==> config.mk <==
export PLATFORM = sky130hd
export DESIGN_NAME = register_bank
export DESIGN_NICKNAME = d
export VERILOG_FILES = /design/src/rtl/regfile_pkg.sv /design/src/rtl/reg_word.sv /design/src/rtl/register_bank.sv
export SDC_FILE = /design/constraint.sdc
export NUM_CORES = 1
export LEC_CHECK = 0
export ABC_AREA = 1
export BUFFER_PORTS_ARGS = -buffer_cell sky130_fd_sc_hd__buf_2
export CORE_MARGIN = 2
export CORE_UTILIZATION = 60
export CTS_BUF_LIST = sky130_fd_sc_hd__clkbuf_8
export DETAILED_ROUTE_END_ITERATION = 12
export PLACE_DENSITY = 0.79
export SKIP_CTS_REPAIR_TIMING = 1
export SLEW_MARGIN = 15
export SYNTH_ARGS = -nofsm -noshare
export SYNTH_HDL_FRONTEND = slang
export SYNTH_SLANG_ARGS = --single-unit
==> constraint.sdc <==
create_clock -name clk -period 7.6 [get_ports clk]
set_input_delay 0.76 -clock clk [delete_from_list [all_inputs] [get_ports clk]]
set_output_delay 0.76 -clock clk [all_outputs]
set_load 0.005 [all_outputs]
==> src/rtl/regfile_pkg.sv <==
// Shared definitions for the register-file write path: register count,
// address width and the write-enable classification used by both the
// write-decode stage and the register bank.
package regfile_pkg;

  localparam int NREG   = 8;
  localparam int ADDR_W = 3;
  localparam int POP_W  = 4;  // wide enough to hold a popcount of NREG bits

  // How a to_reg vector is interpreted on a clock edge.
  typedef enum logic [1:0] {
    WR_IDLE   = 2'd0,
    WR_SINGLE = 2'd1,
    WR_MULTI  = 2'd2
  } wr_kind_e;

  // Number of asserted bits in a write-enable vector. Any X/Z bit makes the
  // sum unknown, which the classifier below folds into WR_MULTI.
  function automatic logic [POP_W-1:0] onehot_count(input logic [NREG-1:0] to_reg);
    logic [POP_W-1:0] cnt;
    cnt = '0;
    for (int i = 0; i < NREG; i++) begin
      cnt = cnt + POP_W'(to_reg[i]);
    end
    return cnt;
  endfunction

  // True only for a clean single-hot vector.
  function automatic logic is_onehot(input logic [NREG-1:0] to_reg);
    return (onehot_count(to_reg) == POP_W'(1));
  endfunction

  // Case matching is exact, so an unknown popcount never hits the idle or
  // single arms and lands in the multi-hot (error) arm.
  function automatic wr_kind_e classify(input logic [NREG-1:0] to_reg);
    wr_kind_e kind;
    case (onehot_count(to_reg))
      POP_W'(0): kind = WR_IDLE;
      POP_W'(1): kind = WR_SINGLE;
      default:   kind = WR_MULTI;
    endcase
    return kind;
  endfunction

endpackage

==> src/rtl/reg_word.sv <==
// One storage word of the register bank: loads d when en is high, clears
// asynchronously when reset_n is low.
module reg_word
  import regfile_pkg::*;
#(
  parameter int WIDTH = 32
) (
  input  logic             clk,
  input  logic             reset_n,
  input  logic             en,
  input  logic [WIDTH-1:0] d,
  output logic [WIDTH-1:0] q
);

  logic [WIDTH-1:0] q_d;
  logic [WIDTH-1:0] q_q;

  // Next-state: hold unless the word is enabled for a load.
  always_comb begin
    // NOTE: assign a default before any condition so no path leaves q_d unassigned (no latch).
    q_d = q_q;
    if (en) begin
      q_d = d;
    end
  end

  // Storage flop with asynchronous clear.
  always_ff @(posedge clk or negedge reset_n) begin
    // NOTE: these words are cleared on reset because a never-written register must read 0, not X.
    if (!reset_n) begin
      q_q <= '0;
    end else begin
      // NOTE: sequential state uses non-blocking assignment so every flop samples pre-edge values.
      q_q <= q_d;
    end
  end

  assign q = q_q;

endmodule

==> src/rtl/register_bank.sv <==
// Register bank fed by the write-decode stage: eight WIDTH-bit words written
// through a one-hot enable vector, two combinational read ports with optional
// same-cycle write bypass, per-word valid bits, a successful-write counter and
// a sticky flag for malformed (multi-hot) enables.
module register_bank
  import regfile_pkg::*;
#(
  parameter int WIDTH  = 32,
  parameter int BYPASS = 1,
  parameter int CNT_W  = 8
) (
  input  logic              clk,
  input  logic              reset_n,
  input  logic [NREG-1:0]   to_reg,
  input  logic [WIDTH-1:0]  wData,
  input  logic [ADDR_W-1:0] rAddr0,
  input  logic [ADDR_W-1:0] rAddr1,
  input  logic              clr_err,
  output logic [WIDTH-1:0]  rData0,
  output logic [WIDTH-1:0]  rData1,
  output logic [NREG-1:0]   valid,
  output logic [CNT_W-1:0]  wr_cnt,
  output logic              wr_err
);

  wr_kind_e          wr_kind;
  logic [NREG-1:0]   wr_en;
  logic [WIDTH-1:0]  word_q [NREG];

  logic [NREG-1:0]   valid_d;
  logic [NREG-1:0]   valid_q;
  logic [CNT_W-1:0]  wr_cnt_d;
  logic [CNT_W-1:0]  wr_cnt_q;
  logic              wr_err_d;
  logic              wr_err_q;

  // Classify the enable vector; only a clean single-hot vector reaches the words.
  always_comb begin
    wr_kind = classify(to_reg);
    wr_en   = '0;
    if (wr_kind == WR_SINGLE) begin
      wr_en = to_reg;
    end
  end

  // Eight storage words, each loaded by its own enable bit.
  for (genvar g = 0; g < NREG; g++) begin : g_word
    reg_word #(
      .WIDTH (WIDTH)
    ) u_word (
      .clk     (clk),
      .reset_n (reset_n),
      .en      (wr_en[g]),
      .d       (wData),
      .q       (word_q[g])
    );
  end

  // Bookkeeping next-state: valid bits, write counter and sticky error.
  // A multi-hot edge sets the error even when clr_err is asserted alongside it.
  always_comb begin
    valid_d  = valid_q | wr_en;
    wr_cnt_d = wr_cnt_q;
    wr_err_d = wr_err_q;
    if (wr_kind == WR_SINGLE) begin
      wr_cnt_d = wr_cnt_q + CNT_W'(1);
    end
    if (wr_kind == WR_MULTI) begin
      wr_err_d = 1'b1;
    end else if (clr_err) begin
      wr_err_d = 1'b0;
    end
  end

  // Bookkeeping flops; the counter wraps naturally at 2^CNT_W.
  always_ff @(posedge clk or negedge reset_n) begin
    if (!reset_n) begin
      valid_q  <= '0;
      wr_cnt_q <= '0;
      wr_err_q <= 1'b0;
    end else begin
      valid_q  <= valid_d;
      wr_cnt_q <= wr_cnt_d;
      wr_err_q <= wr_err_d;
    end
  end

  // Read ports: storage mux, overridden by wData when bypass is enabled and
  // the addressed word is the one being written this cycle. wr_en is already
  // zero for idle or multi-hot vectors, so those never bypass.
  always_comb begin
    rData0 = word_q[rAddr0];
    rData1 = word_q[rAddr1];
    if (BYPASS != 0) begin
      if (wr_en[rAddr0]) begin
        rData0 = wData;
      end
      if (wr_en[rAddr1]) begin
        rData1 = wData;
      end
    end
  end

  assign valid  = valid_q;
  assign wr_cnt = wr_cnt_q;
  assign wr_err = wr_err_q;

endmodule
Word-level counts from Yosys, hierarchy flattened. Index checks and enable logic that the tools add are counted. Widths: inputs -> output; s select.

Add/sub/neg operators: 8. Order comparisons: 4. Eq/ne operators: 3. Mux-type cells: 16. Bitwise gates (word level): 3. Reduce and logical (&&, ||, !) cells: 2.

Operator list (count): $bmux 32 s3 (2); $mux 32 (6); $add 4x1->4 (4); $add 8x1->8 const B (1); $ge 4x4->1 const B (2); $lt 3x4->1 const B (2); $mux 8 (1); $not 3->4 (2); $or 8x8->8 (1); $bmux 1 s3 (2); $add 3x1->4 (1); $eq 4x1->1 const B (1); $logic_not 4->1 (1); $mux 1 (4); $pmux 2 s2 (1); $add 2x1->3 (1); $add 1x1->2 (1); $eq 2x1->1 const B (1); $eq 2x2->1 const B (1); $reduce_bool 2->1 (1).

Flip-flop bits (word level): 273. Input port bits: 49. Word-level logic and storage cells: 47.

Logic depth before layout (Yosys ltp).
Depth in word-level cells: 14. Depth in mapped cells: 21. Mapped depth without buffers: 19.

Cells and area by module. Synthesis repeated with hierarchy kept, for this count alone.

Cells, all modules: 2397. Area total of the unflattened synthesis: 16763.6 um^2.

By module, submodules not included: reg_word (times used 8, cells each 136, area each 1292.5 um^2, seq. area each 800.8 um^2); register_bank (times used 1, cells each 1309, area each 6423.7 um^2, seq. area each 425.4 um^2).

Least setup slack after synthesis. Ideal clock, no wire load.

Path kind: input to output. From: input port to_reg[0]. To: output port rData1[10]. Arrival time: 4.069 ns. Required time: 6.840 ns. Slack: 2.771 ns. Stages on the path: 19. Cell sequence: inv_1 > fa_1 > fa_1 > fa_1 > inv_1 > ha_1 > inv_1 > fa_1 > nand2_1 > clkinv_1 > buf_2 > nand4_1 > nand2_1 > nand2_2 > nand3_4 > nand2_4 > buf_6 > nand2_1 > nand2_1.

Word-level cells in the longest chain between the ends: 14. Elaborated cells on any way between the ends: 15.

RTL lines: from (decl) (RTL line register_bank.sv:14) `input logic [NREG-1:0] to_reg,`; $add 1x1->2 (RTL line regfile_pkg.sv:23) `cnt = cnt + POP_W'(to_reg[i]);`; $add 2x1->3 (RTL line regfile_pkg.sv:23); $add 3x1->4 (RTL line regfile_pkg.sv:23); $add 4x1->4 (4 in series) (RTL line regfile_pkg.sv:23); $eq 4x1->1 / $logic_not 4->1 (equally long branches) (RTL line regfile_pkg.sv:37) `case (onehot_count(to_reg))`; $pmux 2 s2 (RTL line regfile_pkg.sv:37); $eq 2x1->1 (RTL line register_bank.sv:41) `if (wr_kind == WR_SINGLE) begin`; $mux 8 * (RTL line register_bank.sv:41); $bmux 1 s3 * (RTL line register_bank.sv:98) `if (wr_en[rAddr1]) begin`; $mux 1 (implied by the code) * (RTL line register_bank.sv:98); $mux 32 * (RTL line register_bank.sv:98); to (decl) (RTL line register_bank.sv:20) `output logic [WIDTH-1:0] rData1,`.

Mark *: on every way between the ends. The rest lies on a longest branch, timed or not. The select of a mux whose other input is x is not followed.

Worst setup path in the final report.
From: input port to_reg[0]. To: output port rData0[29].

Word-level cells in the longest chain between the ends: 14. Elaborated cells on any way between the ends: 15.

RTL lines: $add 1x1->2 (RTL line regfile_pkg.sv:23); $add 2x1->3 (RTL line regfile_pkg.sv:23); $add 3x1->4 (RTL line regfile_pkg.sv:23); $add 4x1->4 (4 in series) (RTL line regfile_pkg.sv:23); $eq 4x1->1 / $logic_not 4->1 (equally long branches) (RTL line regfile_pkg.sv:37); $pmux 2 s2 (RTL line regfile_pkg.sv:37); $eq 2x1->1 (RTL line register_bank.sv:41); $mux 8 * (RTL line register_bank.sv:41); $bmux 1 s3 * (RTL line register_bank.sv:95) `if (wr_en[rAddr0]) begin`; $mux 1 (implied by the code) * (RTL line register_bank.sv:95); $mux 32 * (RTL line register_bank.sv:95); to (decl) (RTL line register_bank.sv:19) `output logic [WIDTH-1:0] rData0,`.

Marks and branches as above.

==> results.py <==
metrics = {
    "pwr": {
        "power_frac_seq_pct": 44.3,
        "combPwrFrac_pct": 33.2,
        "swShare_pct": 39.0,
        "p_int_mw": 3.48,
        "p_sw_mw": 2.22,
        "cellPowerDensity_nw_per_um2": 339,
        "irDropWorstVdd_mv": 0.172,
        "p_clk_share_pct": 22.5,
        "p_leak_nw": 8.18,
    },
    "cts": {
        "h-tree-depth": 2,
        "cts_tree": "built",
        "clock-root-buffer": "clkbuf_8",
        "numCtsBuffers": 47,
        "cts_buffer_depth": 3,
        "insertion_delay_ns": 0.58,
        "clk_pin_slew_worst_paths_ns": 0.06,
        "clkSinkCount": 273,
    },
    "floorplan": {
        "num_rows": 58,
        "die_y_um": 165,
        "ioPinCount": 130,
        "core-area_um2": 25300,
        "die_x_um": 165,
        "initial_utilization_pct": 61.4,
        "die_area_um2": 27200,
    },
    "drt": {
        "vias": 15481,
        "drtPass1Iterations": 6,
        "detail_route.wl_per_cell_um": 18.3,
        "antenna_left": 0,
        "drc": 0,
        "drt_first_iter_violations": 1654,
        "wl_mm": 46.9,
        "vias_per_cell": 6.05,
    },
    "run_status": {
        "status": "finished clean",
    },
    "sta": {
        "tightest_slew_ns": 1.03,
        "finalSetupTns_ns": 0,
        "rsz0062_at_grt": "false",
        "finalCritPeriodShare_pct": 84.0,
        "setup_ws_ns": 1.22,
        "fin_hold_ws_ns": 0.168,
        "finClkSkew_ns": 0.00584,
        "slew_violations": 0,
        "max_freq_mhz": 157,
        "hold_violations": 0,
        "max_slew_margin_pct": 31.1,
        "post-route-min-period_ns": 6.38,
        "setup_violations": 0,
    },
    "yosys": {
        "yosysTopAreaCell": "dfrtp_1",
        "ys_ff_latch": 273,
        "post_synth_inst_count": 2172,
        "syn-num-nets": 2229,
        "ys_types": 29,
        "synth_area_um2": 15600,
        "synth_edf_count": 0,
        "synth_commonest_cells": "nand2_1, o21ai_0, dfrtp_1",
        "synth-seq-area-share_pct": 43.9,
        "avgSynthCellArea_um2": 7.16,
        "synth.most_common_cell": "nand2_1",
        "synthFlopType": "dfrtp_1",
        "yosysWarnings": 0,
        "synthArstFlopShare_pct": 100,
        "synth_top_area_share_pct": 43.9,
        "synth_area_leaders": "dfrtp_1, o21ai_0, nand2_1",
    },
    "global_routing": {
        "grt.total_usage_pct": 35.5,
        "grt_pass1_vias": 14846,
        "grt_max_degree": 182,
        "overflow": 0,
        "grt_pass1_wl_mm": 76.4,
        "antenna_found_initial": 0,
    },
    "cells_and_area": {
        "diodes": 0,
        "drive_above_1_share_pct": 10.9,
        "fin_nets": 2254,
        "syn2layout_area_growth_pct": 7.97,
        "fill_cells": 2221,
        "multi_input_area_um2": 7470,
        "register_area_um2": 6830,
        "final_area_um2": 16800,
        "stdcell_count": 2558,
    },
    "placement": {
        "portBuffers": 129,
        "gp_congestion": 0.846,
        "hpwl_mm": 25.3,
        "placed_cell_area_um2": 15900,
        "dp_cells": 2478,
        "dp_slack_ns": 1.33,
    },
    "run": {
        "max-cap-violations": 0,
    },
    "worst_setup_path": {
        "crit_required_ns": 6.84,
        "cp-start-kind": "primary input",
        "crit_path_top_delay_cell": "nand2_4",
        "arrival_ns": 5.62,
        "path_cells": "buf_2 -> inv_1 -> fa_1 -> fa_1 -> fa_1 -> inv_1 -> ha_1 -> inv_1 -> fa_1 -> nand2_1 -> clkinv_1 -> nand4_1 -> nand2_1 -> nand2_1 -> nand3_4 -> nand2_4 -> nand2_1 -> nand2_1 -> buf_2",
        "cp_max_fo": 33,
        "path_common_cell": "nand2_1",
        "crit_path_end_kind": "output pin",
        "crit_type": "primary input to output pin",
        "slowest_delay_ns": 0.65,
    },
    "hold_path": {
        "hp-class": "primary input to asynchronous set/reset pin",
    },
}
-- metal layers --
| layer | GRT usage [%] | part of all wire, % | up-vias |
|---|---|---|---|
| met5 | 0 | 0 | - |
| met4 | 13.2 | 2.5 | 0 |
| met3 | 5.78 | 9.9 | 91 |
| met2 | 58.5 | 47 | 878 |
| met1 | 47.5 | 40 | 7267 |
| li1 | - | - | 7245 |
-- sequential cells by signal, indices dropped and copies added (netlist names) --
name and count:
wr_cnt 8, valid 8, g_word.u_word.q 256, wr_err 1
-- kinds of logic after synthesis --
logic type	after synthesis	share of synthesized area, %
and+or+nand+nor	907	23.4
AOI/OAI and AO/OA	705	23.2
DFF	273	43.9
buffers and inverters	272	8.24
adders and majority gates	8	0.836
xor gates and xnor gates	7	0.394
-- final timing paths --
kind | slack (ns) | startpoint | end | depth (start not counted)
hold reg to reg | 0.46 | valid[0] | valid[0] | 2
hold / removal | 0.17 | reset_n | g_word[4].u_word.q[8] | 1
max in group asynchronous | 6.00 | reset_n | g_word[4].u_word.q[24] | 2
setup reg to reg | 6.32 | wr_cnt[1] | wr_cnt[6] | 5
min in group clk | 0.41 | clr_err | wr_err | 2
setup / recovery | 1.22 | to_reg[0] | rData0[29] | 19
-- power groups by stage --
stage	logic, mW	registers [mW]	clock network (mW)
detailed placement	1.88	2.52	0
finish	1.89	2.52	1.28
CTS	1.89	2.51	1.30
global placement	1.79	2.49	0
global route	2.21	2.60	1.36
floorplan	1.41	2.42	0
-- final cells by class --
cell class | count | share of cell area (%)
clock buffers | 58 | 4.75
repair buffers | 150 | 4.94
inverters | 98 | 2.20
clock inverters | 22 | 0.536
flip-flops and latches | 273 | 40.7
well taps | 330 | 2.46
multi-input cells | 1627 | 44.4
-- placed cells by master, fill, tap and decap left out, types with 22 or more instances in the layout --
master	n
dfrtp_1	273
o21ai_1	32
nor2_1	259
clkbuf_8	58
buf_4	22
nand3_1	67
buf_2	126
o21ai_0	544
nand2_1	542
inv_1	105
o22ai_1	64
a21oi_1	64
-- through the flow --
step	util, %	total power, mW
6_report	66.3	5.70
4_1_cts	66.3	5.69
3_3_place_gp	62.8	4.29
2_1_floorplan	-	3.84
3_5_place_dp	62.8	4.40
5_1_grt	66.3	6.17
-- worst max-delay path, delay by kind of cell --
| kind | cells | cell delay [ns] |
|---|---|---|
| fa+ha+maj | 5 | 2.11 |
| simple gates | 8 | 1.91 |
| buf+inv | 6 | 0.81 |
Note: power is estimated with default switching activity, not from simulation.
